--- config.mk ---
export PLATFORM = sky130hd
export DESIGN_NAME = ioctl_upload_streamer
export DESIGN_NICKNAME = d
export VERILOG_FILES = /design/src/rtl/ioctl_upload_streamer.sv
export SDC_FILE = /design/constraint.sdc
export NUM_CORES = 1
export LEC_CHECK = 0
export ABC_AREA = 0
export CORE_UTILIZATION = 43
export DETAILED_ROUTE_END_ITERATION = 8
export HOLD_SLACK_MARGIN = 0.05
export PLACE_DENSITY_LB_ADDON = 0.25
export SLEW_MARGIN = 20
export SYNTH_ARGS = -nofsm -noshare
export SYNTH_HDL_FRONTEND = slang
export SYNTH_SLANG_ARGS = --single-unit
--- constraint.sdc ---
create_clock -name clk_sys -period 2 [get_ports clk_sys]
set_clock_uncertainty 0.05 [all_clocks]
set_input_delay 0.3 -clock clk_sys [delete_from_list [all_inputs] [get_ports clk_sys]]
set_output_delay 0.3 -clock clk_sys [all_outputs]
set_load 0.05 [all_outputs]
--- src/rtl/ioctl_upload_streamer.sv ---
// Serves core-side RAM bytes to hps_io over the ioctl upload path, one byte per ioctl_rd.
// Optional running byte checksum on upload_sum is enabled with `define UPLOAD_CHECKSUM_EN.
module ioctl_upload_streamer #(
    parameter int UPLOAD_INDEX = 4,
    parameter int ADDR_W       = 10,
    parameter int SIZE         = 1024,
    parameter int MEM_LATENCY  = 1
) (
    input  logic              clk_sys,
    input  logic              reset_n,
    input  logic              ioctl_upload,
    input  logic [7:0]        ioctl_index,
    input  logic              ioctl_rd,
    input  logic [24:0]       ioctl_addr,
    output logic [7:0]        ioctl_din,
    output logic              din_valid,
    output logic              mem_sel,
    output logic [ADDR_W-1:0] mem_addr,
    output logic              mem_rd,
    input  logic [7:0]        mem_q,
    output logic              overrun,
    output logic [7:0]        upload_sum
);

    localparam logic [1:0] S_IDLE    = 2'd0;
    localparam logic [1:0] S_ISSUE   = 2'd1;
    localparam logic [1:0] S_WAIT    = 2'd2;
    localparam logic [1:0] S_PRESENT = 2'd3;

    logic [1:0]  state;
    logic [1:0]  wait_cnt;
    logic        pend_valid;
    logic [24:0] pend_addr;
    logic        cur_in_range;

    logic        active;
    logic        rise;
    logic        running;
    logic        start;
    logic [24:0] issue_addr;
    logic        issue_in_range;
    logic        load_byte;
    logic [7:0]  load_value;

    assign active  = ioctl_upload && (ioctl_index == 8'(UPLOAD_INDEX));
    // mem_sel is the registered copy of active, so it doubles as the edge detector.
    assign rise    = active && !mem_sel;
    assign running = active && !rise;

    // The pending slot (including the implicit address-0 request) wins over a fresh ioctl_rd.
    assign issue_addr     = pend_valid ? pend_addr : ioctl_addr;
    assign issue_in_range = issue_addr < 25'(SIZE);
    assign start          = running && (state == S_IDLE) && (pend_valid || ioctl_rd);

    assign load_byte  = running && (((state == S_ISSUE) && !cur_in_range) ||
                                    ((state == S_WAIT) && (wait_cnt == 2'd0)));
    assign load_value = (state == S_WAIT) ? mem_q : 8'hFF;

    // NOTE: every register below is updated with <= so all of them see pre-edge values of each other.
    always_ff @(posedge clk_sys) begin
        if (!reset_n) begin
            state        <= S_IDLE;
            wait_cnt     <= 2'd0;
            pend_valid   <= 1'b0;
            pend_addr    <= 25'd0;
            cur_in_range <= 1'b0;
            ioctl_din    <= 8'h00;
            din_valid    <= 1'b0;
            mem_sel      <= 1'b0;
            mem_addr     <= '0;
            mem_rd       <= 1'b0;
            overrun      <= 1'b0;
        end else begin
            mem_sel <= active;
            mem_rd  <= 1'b0;

            if (!active) begin
                state      <= S_IDLE;
                pend_valid <= 1'b0;
            end else if (rise) begin
                state      <= S_IDLE;
                pend_valid <= 1'b1;
                pend_addr  <= 25'd0;
                overrun    <= 1'b0;
                din_valid  <= 1'b0;
            end else begin
                if (state == S_IDLE) begin
                    if (pend_valid) begin
                        pend_valid <= 1'b0;
                    end
                    if (ioctl_rd && pend_valid) begin
                        overrun <= 1'b1;
                    end
                end else if (ioctl_rd) begin
                    if (pend_valid) begin
                        overrun <= 1'b1;
                    end else begin
                        pend_valid <= 1'b1;
                        pend_addr  <= ioctl_addr;
                    end
                end

                case (state)
                    S_IDLE: begin
                        if (start) begin
                            state        <= S_ISSUE;
                            cur_in_range <= issue_in_range;
                            if (issue_in_range) begin
                                mem_rd   <= 1'b1;
                                mem_addr <= issue_addr[ADDR_W-1:0];
                            end
                        end
                    end
                    S_ISSUE: begin
                        if (cur_in_range) begin
                            state    <= S_WAIT;
                            wait_cnt <= 2'(MEM_LATENCY - 1);
                        end else begin
                            state <= S_PRESENT;
                        end
                    end
                    S_WAIT: begin
                        if (wait_cnt == 2'd0) begin
                            state <= S_PRESENT;
                        end else begin
                            wait_cnt <= wait_cnt - 2'd1;
                        end
                    end
                    default: state <= S_IDLE;
                endcase

                if (load_byte) begin
                    ioctl_din <= load_value;
                    din_valid <= 1'b1;
                end
                // A new request invalidates whatever byte is on display, even one landing this cycle.
                if (ioctl_rd) begin
                    din_valid <= 1'b0;
                end
            end
        end
    end

`ifdef UPLOAD_CHECKSUM_EN
    logic [7:0] sum_q;

    always_ff @(posedge clk_sys) begin
        if (!reset_n) begin
            sum_q <= 8'h00;
        end else if (rise) begin
            sum_q <= 8'h00;
        end else if (load_byte) begin
            sum_q <= sum_q + load_value;
        end
    end

    assign upload_sum = sum_q;
`else
    assign upload_sum = 8'h00;
`endif

endmodule

==> results of run 1 <==
[state kept, by name, indices dropped and copies added, names as in the netlist]
name          flops
ioctl_din         8
pend_valid        1
din_valid         1
wait_cnt          2
mem_sel           1
mem_rd            1
pend_addr        25
cur_in_range      1
state             2
mem_addr         10
overrun           1
[cell usage in the layout (no fill, tap or decap), drive strengths merged, types with 2 or more instances in the layout]
master,instances
nand3,2
nor2b,5
ha,5
and3,3
dfxtp,53
a2bb2oi,3
clkinvlp,2
clkbuf,6
o21a,15
mux2i,14
inv,14
nor2,40
nor4b,2
a21oi,28
dlygate4sd2,6
nor4,6
or4,3
conb,8
clkdlybuf4s50,59
buf,36
o21ai,17
a31o,9
a311oi,8
o22a,10
nand2,20
[metal layers]
metal | up-vias | track usage [%]
met5 | - | 0
met4 | 0 | 7.82
met3 | 9 | 3.33
li1 | 1215 | -
met1 | 1098 | 26.0
met2 | 51 | 38.0
[worst max-delay path, delay by kind of cell]
kind	cells	cell delay [ns]
compound gates	1	0.16
simple gates	4	0.95
buf+inv	3	0.72
[what timing repair did]
action | CTS | global route
pin swaps | 8 | 3
setup endpoints to repair | 10 | 21
buffers inserted | 2 | 0
gates resized for setup | 22 | 9
cloned | 2 | 0
[per-stage QoR]
step	power, mW	TNS [ns]	setup WS, ns
after floorplan	1.19	0	0.0162
after global placement	1.31	-7.49	-0.385
after detailed placement	1.31	-7.96	-0.393
after CTS	1.91	-0.0884	-0.0284
after global routing	1.97	-0.110	-0.0485
final	1.89	0	0.0122
[cells by family after synthesis]
| group | count (synthesis) | synth area share [%] |
|---|---|---|
| buf+inv | 41 | 8.39 |
| simple gates | 87 | 16.8 |
| compound gates | 95 | 25.4 |
| fa+ha+maj | 5 | 2.44 |
| mux | 14 | 5.47 |
| flops | 53 | 41.4 |
| other cells | 1 | 0.146 |
[worst min path at each step]
stage	startpoint	to	depth (start not counted)
after floorplan	cur_in_range	cur_in_range	2
after global placement	cur_in_range	cur_in_range	2
after detailed placement	pend_addr[10]	pend_addr[10]	2
after CTS	pend_addr[10]	pend_addr[10]	2
after global routing	cur_in_range	cur_in_range	2
final	pend_addr[10]	pend_addr[10]	2
[power by group through the flow]
stage	Clock [mW]	Sequential, mW	Combinational (mW)
finish	0.591	1.06	0.242
global route	0.653	1.06	0.260
CTS	0.612	1.06	0.238
detailed placement	0	1.08	0.231
global placement	0	1.08	0.229
floorplan	0	1.08	0.105
[cell type report]
class                   instances  area, um^2  share of cell area, %
well taps                      72        90.1                   2.42
clock inverters                 2        15.0                  0.403
inverters                      14        52.6                   1.41
repair buffers                102        1020                   27.4
multi-input cells             209        1410                   37.8
clock buffers                   6        72.6                   1.95
flip-flops and latches         53        1060                   28.6
==> flow_summary.toml, run 1 <==
[setup_path]
reg2reg_setup_slack_ns = 0.02
crit_path_end = "mem_addr[5]"
cp_max_fo = 6
startpoint_type = "input port"
r2r_end = "mem_addr[5]"
startpoint = "ioctl_addr[22]"
crit_slowest_cell = "or4_4"
critPathKind = "in2reg"
worstReg2RegStart = "pend_valid"
cp.arrival_ns = 2.14
worstPathCellList = "clkdlybuf4s50_1 -> or4_4 -> a2bb2oi_4 -> nor4_4 -> buf_6 -> buf_12 -> nand3_2 -> nor3b_2"
max_stage_delay_ns = 0.50
critPathRequiredTime_ns = 2.15
critPathCaptureType = "register"
worstRegToRegCells = 8

[logic_synthesis]
async_reset_ff_share_pct = 0
yosysWarnings = 0
netlist-cell-type-count = 40
synth_cells = 296
ys_ff_latch = 53
synth_ff_type = "dfxtp_1"
synthTopCellsByArea = "dfxtp_1 41%, nor2_1 5.9%, mux2i_1 5.5%"
yosys.area.top_type = "dfxtp_1"
synth_edf_count = 0
synth_top_area_share_pct = 41.4
yosysMostFrequentCell = "dfxtp_1"
synth_common_cells = "53 x dfxtp_1, 40 x nor2_1, 27 x a21oi_1"
syn-cell-area_um2 = 2560
seq_area_frac_synth_pct = 41.4
avgSynthCellArea_um2 = 8.66

[finish]
syn2layout_area_growth_pct = 45.1
fin_cells = 458
nNetsFinal = 435
utilization_pct = 66.0
drive_gt1_share_pct = 18.7
fillers = 480
final_cell_area_um2 = 3720
diodes = 0

[die]
initial_utilization_pct = 45.4
design.die.area_um2 = 6280
ios = 75
num_rows = 27
core-area_um2 = 5640
die_x_um = 79.2
die_h_um = 79.2

[placement]
place_area_um2 = 3490
routabilityCongestion = 0.790
place.detailed.hpwl_um = 4430
numPortBuffers = 66
dp_cells = 447

[clock_network]
clk_pin_slew_ns = 0.10
cts_root_buffer = "clkbuf_8"
holdBufCountCts = 0
htree_levels = 2
clockBufferDepth = 2
cts_buffers = 5
clkLatencyLatePin_ns = 0.30
cts_tree = "built"
cts_sinks = 53

[routing]
viasPerCell = 5.18
top_layer_used = "met4"
ant_nets = 0
drt-met1-wl_um = 2740
wl_met2_um = 3250
drt-total-wl_um = 6350
wl_per_cell_um = 13.9
firstDrtPassIters = 4
met3_length_um = 257
drtIter0Drc = 90
route.vias.total = 2373
drt_drc_violations_left = 0

[pwr]
combPwrFrac_pct = 12.8
power_frac_seq_pct = 55.9
p_int_mw = 1.43
p_clk_share_pct = 31.3
switching_share_pct = 24.2
p_leak_nw = 1.46
p_switching_mw = 0.458
p_per_area_nw_per_um2 = 508
vdd_drop_max_mv = 0.285

[sta]
maxSlewHeadroom_pct = 65.2
final.period_utilization_pct = 99.4
max_freq_ghz = 0.503
setup_viol = 0
slew_viol_final = 0
tightestPinTransition_ns = 0.520
min_period_ns = 1.99
rsz0062_at_grt = "yes"
hold_viol = 0
hold_ws_ns = 0.429

[grt]
grt_pass1_vias = 2350
track_usage_pct = 21.5
grt_max_degree = 27
antenna_found_initial = 0
grt_remaining_overflow = 0
grt_pass1_wl_um = 10700

[status]
status = "finished clean"

[flow_run]
drv_cap = 0

[hold_path]
worstHoldPathType = "reg2reg"
Note: power is estimated with default switching activity, not from simulation.
==> inputs of run 2 (changes only) <==
CTS_CLUSTER_SIZE = 8   (was unset)
==> results of run 2 <==
No change in the layout: final DEF, timing and power equal those of run 1.
